File: src/rtl/usb_crc_pkg.sv
// usb_crc_pkg
//   Shared definitions for the USB transmit CRC path:
//   - tx_state_e       : framing FSM states (IDLE, DATA, CRC_LO, CRC_HI)
//   - CRC16_INIT       : CRC-16/USB seed
//   - CRC16_XOROUT     : final XOR applied before the CRC goes on the wire
//   - CRC16_POLY_REFL  : bit-reversed form of the 0x8005 polynomial, used by
//                        the LSB-first (reflected) shift register
package usb_crc_pkg;

    typedef enum logic [1:0] {
        IDLE   = 2'd0,
        DATA   = 2'd1,
        CRC_LO = 2'd2,
        CRC_HI = 2'd3
    } tx_state_e;

    localparam logic [15:0] CRC16_INIT      = 16'hFFFF;
    localparam logic [15:0] CRC16_XOROUT    = 16'hFFFF;
    localparam logic [15:0] CRC16_POLY_REFL = 16'hA001;

endpackage

File: src/rtl/crc16_usb_byte_step.sv
// crc16_usb_byte_step
//   Purely combinational one-byte update of the reflected CRC-16/USB register.
//   Ports:
//     crc      [15:0] in   current CRC register value (before final XOR)
//     data     [7:0]  in   byte to fold in, LSB transmitted first
//     crc_next [15:0] out  register value after absorbing the byte
module crc16_usb_byte_step
    import usb_crc_pkg::*;
(
    input  logic [15:0] crc,
    input  logic [7:0]  data,
    output logic [15:0] crc_next
);

    // stage[0] folds the whole byte into the low bits at once; each following
    // stage is one shift of the reflected LFSR, so eight stages consume the byte.
    logic [15:0] stage [0:8];

    assign stage[0] = crc ^ {8'h00, data};

    generate
        for (genvar gi = 0; gi < 8; gi++) begin : g_bit
            assign stage[gi+1] = stage[gi][0]
                               ? ({1'b0, stage[gi][15:1]} ^ CRC16_POLY_REFL)
                               :  {1'b0, stage[gi][15:1]};
        end
    endgenerate

    assign crc_next = stage[8];

endmodule

File: src/rtl/usb_tx_crc_append.sv
// usb_tx_crc_append
//   Forwards a payload byte stream to the line encoder and appends the
//   CRC-16/USB (low byte first, then high byte). Also generates zero-length
//   packets (CRC bytes only) on request, reports the payload length of each
//   completed packet and flags packets longer than MAX_PAYLOAD.
//   Ports:
//     clk, rst_n           clock, asynchronous active-low reset
//     s_data/s_valid/s_last/s_ready   payload input stream
//     zlp_req              one-cycle request for a zero-length packet
//     m_data/m_valid/m_last/m_ready   output byte stream (single register)
//     pkt_done             high during the handshake of the CRC high byte
//     pkt_len  [10:0]      payload count of the last completed packet (sat. 2047)
//     len_err              sticky over-length flag for the current/last packet
module usb_tx_crc_append
    import usb_crc_pkg::*;
#(
    parameter int MAX_PAYLOAD = 1023
) (
    input  logic        clk,
    input  logic        rst_n,
    input  logic [7:0]  s_data,
    input  logic        s_valid,
    input  logic        s_last,
    output logic        s_ready,
    input  logic        zlp_req,
    output logic [7:0]  m_data,
    output logic        m_valid,
    output logic        m_last,
    input  logic        m_ready,
    output logic        pkt_done,
    output logic [10:0] pkt_len,
    output logic        len_err
);

    localparam logic [31:0] MAX_PAYLOAD_U = 32'(MAX_PAYLOAD);
    localparam logic [10:0] COUNT_MAX     = 11'h7FF;

    tx_state_e   state_reg;
    logic [15:0] crc_reg;
    logic [10:0] count_reg;
    logic [7:0]  m_data_reg;
    logic        m_valid_reg;
    logic        m_last_reg;
    logic [10:0] pkt_len_reg;
    logic        len_err_reg;

    logic        out_free;
    logic        in_idle;
    logic        accept;
    logic        last_hs;
    logic [15:0] crc_seed;
    logic [15:0] crc_step;
    logic [10:0] count_next;
    logic        over_limit;
    logic [15:0] crc_out;

    // The output register can take a new byte when it is empty or being drained.
    assign out_free = !m_valid_reg || m_ready;
    assign in_idle  = (state_reg == IDLE);

    // A zero-length request in IDLE takes priority over payload, so the source
    // is held off for that cycle.
    assign s_ready = out_free && ((in_idle && !zlp_req) || (state_reg == DATA));
    assign accept  = s_valid && s_ready;
    assign last_hs = m_valid_reg && m_last_reg && m_ready;

    // The first byte of a packet is folded into a fresh seed rather than the
    // leftover CRC of the previous packet.
    assign crc_seed = in_idle ? CRC16_INIT : crc_reg;

    crc16_usb_byte_step u_crc_step (
        .crc      (crc_seed),
        .data     (s_data),
        .crc_next (crc_step)
    );

    assign count_next = in_idle               ? 11'd1
                      : (count_reg == COUNT_MAX) ? COUNT_MAX
                      : count_reg + 11'd1;
    assign over_limit = 32'(count_next) > MAX_PAYLOAD_U;
    assign crc_out    = crc_reg ^ CRC16_XOROUT;

    always_ff @(posedge clk or negedge rst_n) begin
        if (!rst_n) begin
            state_reg   <= IDLE;
            crc_reg     <= CRC16_INIT;
            count_reg   <= 11'd0;
            m_data_reg  <= 8'h00;
            m_valid_reg <= 1'b0;
            m_last_reg  <= 1'b0;
            pkt_len_reg <= 11'd0;
            len_err_reg <= 1'b0;
        end else begin
            // count_reg still belongs to the finishing packet here, even if a
            // new packet starts on this very edge.
            if (last_hs) begin
                pkt_len_reg <= count_reg;
            end

            // Drained unless one of the loads below refills it.
            if (out_free) begin
                m_valid_reg <= 1'b0;
            end

            case (state_reg)
                IDLE: begin
                    if (zlp_req) begin
                        crc_reg     <= CRC16_INIT;
                        count_reg   <= 11'd0;
                        len_err_reg <= 1'b0;
                        state_reg   <= CRC_LO;
                    end else if (accept) begin
                        crc_reg     <= crc_step;
                        count_reg   <= count_next;
                        len_err_reg <= over_limit;
                        m_data_reg  <= s_data;
                        m_valid_reg <= 1'b1;
                        m_last_reg  <= 1'b0;
                        state_reg   <= s_last ? CRC_LO : DATA;
                    end
                end
                DATA: begin
                    if (accept) begin
                        crc_reg     <= crc_step;
                        count_reg   <= count_next;
                        if (over_limit) begin
                            len_err_reg <= 1'b1;
                        end
                        m_data_reg  <= s_data;
                        m_valid_reg <= 1'b1;
                        m_last_reg  <= 1'b0;
                        if (s_last) begin
                            state_reg <= CRC_LO;
                        end
                    end
                end
                CRC_LO: begin
                    if (out_free) begin
                        m_data_reg  <= crc_out[7:0];
                        m_valid_reg <= 1'b1;
                        m_last_reg  <= 1'b0;
                        state_reg   <= CRC_HI;
                    end
                end
                CRC_HI: begin
                    if (out_free) begin
                        m_data_reg  <= crc_out[15:8];
                        m_valid_reg <= 1'b1;
                        m_last_reg  <= 1'b1;
                        state_reg   <= IDLE;
                    end
                end
                default: begin
                    state_reg <= IDLE;
                end
            endcase
        end
    end

    assign m_data   = m_data_reg;
    assign m_valid  = m_valid_reg;
    assign m_last   = m_last_reg;
    assign pkt_done = last_hs;
    assign pkt_len  = pkt_len_reg;
    assign len_err  = len_err_reg;

endmodule

File: config.mk
export PLATFORM = sky130hd
export DESIGN_NAME = usb_tx_crc_append
export DESIGN_NICKNAME = d
export VERILOG_FILES = /design/src/rtl/usb_crc_pkg.sv /design/src/rtl/crc16_usb_byte_step.sv /design/src/rtl/usb_tx_crc_append.sv
export SDC_FILE = /design/constraint.sdc
export NUM_CORES = 1
export LEC_CHECK = 0
export ABC_AREA = 0
export BUFFER_PORTS_ARGS = -buffer_cell sky130_fd_sc_hd__buf_2
export CORE_MARGIN = 2
export CORE_UTILIZATION = 40
export CTS_BUF_LIST = sky130_fd_sc_hd__clkbuf_16
export DETAILED_ROUTE_END_ITERATION = 10
export SLEW_MARGIN = 20
export SYNTH_ARGS = -nofsm -noshare
export SYNTH_HDL_FRONTEND = slang
export SYNTH_SLANG_ARGS = --single-unit
File: constraint.sdc
create_clock -name clk -period 2.2 [get_ports clk]
set_input_delay 0.22 -clock clk [delete_from_list [all_inputs] [get_ports clk]]
set_output_delay 0.22 -clock clk [all_outputs]
set_load 0.05 [all_outputs]
### Word level (Yosys, flattened, before mapping)

Index checks and enable logic that the tools add are counted.

| storage, ports and cells | value |
|---|---|
| bits in registers | 51 |
| word-level logic and storage cells | 91 |

| operators by class | value |
|---|---|
| add/sub/neg operators | 1 |
| reductions and logical operators | 15 |
| eq/ne operators | 11 |
| bitwise gates (word level) | 10 |
| mux-type cells | 45 |
| magnitude comparators | 1 |

Operator list:

| cell | number |
|---|---|
| 16-bit two-way mux | 11 |
| 11-bit two-way mux | 4 |
| 8-bit two-way mux | 4 |
| 16-bit one-hot mux with 2 select lines | 1 |
| 8-bit one-hot mux with 4 select lines | 1 |
| 2-bit inverter with 3-bit output | 8 |
| 11-bit one-hot mux with 2 select lines | 1 |
| 16-bit inverter | 1 |
| 16-bit by 8-bit bitwise XOR with 16-bit output | 1 |
| 2-bit two-way mux | 7 |
| 1-bit two-way mux | 12 |
| 2-bit != test (second input constant) | 6 |
| 11-bit by 1-bit adder with 11-bit output (second input constant) | 1 |
| 11-bit equality test (second input constant) | 1 |
| 11-bit by 10-bit > comparator with 1-bit output (second input constant) | 1 |
| 2-bit one-hot mux with 4 select lines | 1 |
| 1-bit logical AND | 5 |
| 5-bit AND reduction | 1 |
| 2-bit equality test (second input constant) | 2 |
| 1-bit one-hot mux with 4 select lines | 1 |
| 4-bit AND reduction | 1 |
| 3-bit by 2-bit != test with 1-bit output (second input constant) | 1 |
| 1-bit one-hot mux with 3 select lines | 1 |
| 3-bit AND reduction | 1 |
| 7 further kinds | 9 |

### Logic depth before layout (Yosys ltp)

| logic depth | value |
|---|---|
| depth in word-level cells | 22 |
| gate-level depth with buffers | 10 |
| gate-level depth less buffers | 8 |

### Hierarchy

A second synthesis with hierarchy kept.

| unflattened totals | value |
|---|---|
| cell total of the unflattened synthesis | 276 |
| area total of the unflattened synthesis | 2803.9 µm² |

Modules (own cells, without submodules):

| module | area each (µm²) | cells an instance | instances |
|---|---|---|---|
| usb_tx_crc_append | 2552.4 | 250 | 1 |
| crc16_usb_byte_step | 251.5 | 26 | 1 |

### Worst setup path before layout

OpenSTA, ideal clock, no wires.

| path | value |
|---|---|
| kind | register -> output |
| start | reg state_reg[0] |
| end | out s_ready |
| arrival time | 1.706 ns |
| path slack | 0.274 ns |
| required time | 1.980 ns |
| stages on the path, launching flop included | 7 |
| cells stage by stage | dfrtp_1 > inv_1 > ha_1 > buf_2 > nand2b_1 > and2b_1 > nor2_1 |

| between the ends | value |
|---|---|
| cells in the longest elaborated chain, start to end | 4 |
| elaborated cells on any way between the ends | 5 |
| those cells by class | eq/ne: 1; reduce/logical: 4 |

RTL lines:

| item | line | source |
|---|---|---|
| start, declared | usb_tx_crc_append.sv:38 | `tx_state_e state_reg;` |
| start signal, assigned | usb_tx_crc_append.sv:119 | `state_reg <= s_last ? CRC_LO : DATA;` |
| 2-bit logical NOT | usb_tx_crc_append.sv:59 | `assign in_idle = (state_reg == IDLE);` |
| 1-bit logical AND | usb_tx_crc_append.sv:63 | `assign s_ready = out_free && ((in_idle && !zlp_req) \|\| (state_reg == DATA));` |
| 1-bit logical OR (*) | usb_tx_crc_append.sv:63 |  |
| 1-bit logical AND (*) | usb_tx_crc_append.sv:63 |  |
| end, declared | usb_tx_crc_append.sv:24 | `output logic s_ready,` |

Every way passes the cells marked *; elsewhere a longest branch is shown, timed or not.

### Worst setup path in the final report

Same ends and word-level chain as after synthesis.

==> results <==
- The flow ran to the end, and the final reports show no timing, DRC or antenna violations.
- The number of fill cells is roughly 620.
- The synthesis warning total is 0.
- The final count of hold timing violations came to 0.
- The die width is approximately 86 um.
- The synthesized design contains 0 enable-type register cells.
- The initial antenna violation count is 0.
- Dividing the detail-routed wire length by the instance count gives around 15 um.
- Internal power comes to ~0.0027 W.
- The synthesized instance count is between 200 and 300.
- Data arrives at the worst endpoint at roughly 1.8 ns.
- The global routing usage on met1 is approximately 27%.
- After detailed routing, the number of vias per cell comes to around 5.3.
- Between clock sinks in the finished design, the worst skew comes to 0.00335 ns.
- After layout, the minimum clock period comes to 2.06 ns.
- The fraction of power consumed by sequential logic is a little under a third.
- In this run the power density over the cells is ~1500 nW/um2.
- STA classifies the critical path endpoint as an output pin.
- The global routing met2 resource utilization is 26.9%.
- The number of global-route vias before repair is about 2000.
- The first global-routing pass estimated a little over 10000 um of wire.
- The remaining max-slew budget at the tightest pin is 57.4%.
- The floorplan has 29 rows.
- In this run the tool buffered the top-level ports with 37 buffer cells.
- The global placer's final weighted congestion is 0.804.
- At the worst endpoint, the required time is between 1.5 and 2 ns.
- After clock tree synthesis, the clock-pin slew on the worst setup and hold paths is about 0.07 ns.
- The boundary pin count is 38.
- The clock network burns 15.9% of the power.
- Wires add up to about 6000 um.
- Summing all multi-input logic gate instances after layout gives 1330 um2.
- Sorting the synthesized cells by area gives the leading types as sky130_fd_sc_hd__dfrtp_1 33%, sky130_fd_sc_hd__dfstp_2 16%, sky130_fd_sc_hd__xnor2_1 6.5%, sky130_fd_sc_hd__o21ai_0 4.8%, sky130_fd_sc_hd__nand2_1 4.7%.
- Summed over its instances, the top area cell type makes up between 30% and 40% of the synthesized netlist area.
- IR analysis of the VDD net gives a maximum drop of a little under 0.6 mV.
- After global routing, the most crowded layer is met1.
- The tool flagged a number of max-cap violations equal to 0.
- The post-route non-filler standard cell count is around 390.
- The tightest min-delay check is of the in2async type.
- The total of endpoints with negative setup slack in the final report is 0.
- The highest clock rate is 485 MHz.
- The number of different library cells used by synthesis comes to 42.
- The number of buffers added by the clock tree synthesis step is 5.
- Detailed placement ended at an HPWL of 4340 um.
- The core box area is around 6400 um2.
- The initial core utilization is a little over two fifths.
- Along the worst path, the maximum fanout reaches 6.
- The total overflow left after global routing is 0.
- The total die area is between 7000 and 8000 um2.
- After the last flow step, the layout net total stands at around 340.
- The number of max-slew violations in the final report is 0.
- In the global route stage, overall resource usage came out at between 10% and 20%.
- STA classifies the critical path startpoint as a flop.
- The via total after detailed routing is approximately 2100.
- The layout overhead on the synthesized area is 18.5%.
- The static leakage is 1.47 nW.
- The insertion delay to the later sink of the worst-skew pair is 0.29 ns.
- The die is between 80 and 90 um tall.
- Of the total power, the share spent switching nets is a little over two fifths.
- The CTS H-tree depth is 2.
- The number of design rule violations left after detail routing is 0.
- The register with the most flip-flops in the layout has 16 of them.
- Summed over all failing endpoints, the final setup total negative slack is 0 ns.
- The first detailed-routing pass took 4 iterations.
- The critical path in this run is classified as reg2out.
- Global routing used under 10% of the available met3 tracks.
- The register area share after synthesis is about half.
- Setup slack on the worst reg-to-reg path comes out at 0.20 ns.
- The placed instance count is just under 400.
- The post-synthesis average cell area is between 10 and 15 um2.
- The cell type contributing the most total cell area after synthesis is sky130_fd_sc_hd__dfrtp_1.
- The master cell of the clock root buffer is sky130_fd_sc_hd__clkbuf_16.
- For this design the total switching power over the nets is just over 0.002 W.
- Combinational logic is responsible for between 50 and 60% of the overall power.
- The leading register cell type out of synthesis is sky130_fd_sc_hd__dfrtp_1.
- The sequential cells in the finished layout cover a total of between 1000 and 1500 um2.
- Synthesis produced a netlist with a net count of 288.
- The count of nets left with antenna violations after detail routing is 0.
- The number of synthesized register bits is between 50 and 60.
- The count of buffers added by post-CTS timing repair for setup is 0.
- The TritonCTS clock tree is built.
- The fraction of layout cells with a size suffix above 1 is between 20 and 30%.
- For this run, asynchronously set or reset flops after synthesis account for between 90% and 100%.
- The post-route core utilization is 49.7%.
- The maximum clock insertion buffer count is 2.
- The repair_antennas step left the layout with diodes totalling 0.
- The worst register-to-register path has a depth of 8.
- At the pin with the least slew margin, the transition time is around 0.64 ns.
- The tree built by TritonCTS fans out to a little over 50 sinks.
- The final hold slack is around 0.046 ns.
- After the first detailed-routing iteration, the DRC count stood at between 150 and 200.
- The combined area of all synthesized cells is 2690 um2.
- The worst path uses around 94% of the clock period.
- The largest net degree at the start of global routing is 52.
- Setup repair after global routing left no endpoint under its margin.
-- cells in the mapped netlist, drive strengths merged, types with 2 or more instances --
| cell | number |
|---|---|
| dfrtp | 35 |
| nand2 | 34 |
| o21ai | 27 |
| xnor2 | 21 |
| nor2 | 19 |
| dfstp | 16 |
| a21oi | 14 |
| mux2 | 10 |
| o22ai | 9 |
| a22o | 8 |
| inv | 8 |
| nand3 | 7 |
| o211ai | 7 |
| o22a | 7 |
| xor2 | 6 |
| buf | 5 |
| clkbuf | 5 |
| ha | 5 |
| nand2b | 4 |
| o31ai | 4 |
| and3 | 2 |
| clkinv | 2 |
| nor2b | 2 |
| xnor3 | 2 |
-- final cells by class --
class,instances,share of cell area (%)
flip-flops and latches,51,40.6
clock buffers,5,3.92
clock inverters,3,0.627
well taps,77,3.02
inverters,10,1.18
repair buffers,50,8.94
multi-input cells,198,41.7
-- cells in the final DEF, fill, tap and decap left out, types with 2 or more instances in the layout --
cell type                    n
sky130_fd_sc_hd__a21oi_1    14
sky130_fd_sc_hd__a22o_1      8
sky130_fd_sc_hd__and3_1      2
sky130_fd_sc_hd__buf_2      36
sky130_fd_sc_hd__buf_4      14
sky130_fd_sc_hd__clkbuf_16   5
sky130_fd_sc_hd__clkinv_1    3
sky130_fd_sc_hd__dfrtp_1    35
sky130_fd_sc_hd__dfstp_2    16
sky130_fd_sc_hd__ha_1        4
sky130_fd_sc_hd__inv_1       8
sky130_fd_sc_hd__mux2_2     10
sky130_fd_sc_hd__nand2_1    34
sky130_fd_sc_hd__nand2b_1    4
sky130_fd_sc_hd__nand3_1     7
sky130_fd_sc_hd__nor2_1     16
sky130_fd_sc_hd__nor2_2      3
sky130_fd_sc_hd__nor2b_1     2
sky130_fd_sc_hd__o211ai_1    7
sky130_fd_sc_hd__o21ai_0    26
sky130_fd_sc_hd__o22a_1      6
sky130_fd_sc_hd__o22ai_1     9
sky130_fd_sc_hd__o31ai_1     4
sky130_fd_sc_hd__xnor2_1    20
sky130_fd_sc_hd__xor2_1      5
-- critical path: stages, from the launching register on --
cell and delay, ns:
sky130_fd_sc_hd__dfrtp_1 0.41, sky130_fd_sc_hd__inv_1 0.14, sky130_fd_sc_hd__ha_4 0.20, sky130_fd_sc_hd__buf_4 0.13, sky130_fd_sc_hd__nand2b_1 0.09, sky130_fd_sc_hd__and2b_1 0.22, sky130_fd_sc_hd__nor2_1 0.14, sky130_fd_sc_hd__buf_4 0.22
-- power by group through the flow --
stage / clock, W / combinational [W] / sequential (W)
after global routing: 0.000816 / 0.00279 / 0.00153
after detailed placement: 0 / 0.00248 / 0.00151
after floorplan: 0 / 0.00149 / 0.00183
after CTS: 0.000794 / 0.00249 / 0.00150
final: 0.000760 / 0.00251 / 0.00150
after global placement: 0 / 0.00245 / 0.00150
-- kinds of logic after synthesis --
family / Yosys count / share of synthesized area [%]
DFF: 51 / 48.1
buffers and inverters: 20 / 3.07
and+or+nand+nor: 73 / 12.0
AOI/OAI and AO/OA: 81 / 19.2
adders and majority gates: 5 / 2.32
muxes: 10 / 4.18
xor gates and xnor gates: 29 / 11.1
-- per-stage QoR --
stage,cell area [um2],total power (W),setup WS [ns]
final,3190,0.00477,0.138
after global placement,3030,0.00396,0.179
after floorplan,2690,0.00332,0.274
after global routing,3190,0.00514,0.00702
after CTS,3170,0.00478,0.00641
after detailed placement,3030,0.00399,0.0697
-- what timing repair did --
action                     4_1_cts  5_1_grt
resized for setup                1        4
hold buffers                     0        0
pin swaps                        0        0
setup endpoints to repair        1        7
-- final timing paths --
path | start | endpoint
min in group clk | s_data[0] | crc_reg[6]$_DFFE_PN1P_
setup / recovery | state_reg[0]$_DFFE_PN0P_ | s_ready
setup reg to reg | state_reg[0]$_DFFE_PN0P_ | crc_reg[0]$_DFFE_PN1P_
max in group asynchronous | rst_n | state_reg[1]$_DFFE_PN0P_
hold reg to reg | m_data[2]$_DFFE_PN0P_ | m_data[2]$_DFFE_PN0P_
hold / removal | rst_n | pkt_len[7]$_DFFE_PN0P_
-- layer usage --
| metal | share of wire, % | wire length [um] | up-vias |
|---|---|---|---|
| met3 | 3.3 | 198 | 4 |
| li1 | - | - | 1042 |
| met1 | 51 | 3090 | 1007 |
| met5 | 0 | 0 | - |
| met2 | 45 | 2710 | 40 |
| met4 | 0.84 | 51 | 0 |
(Power assumes the default switching activity.)
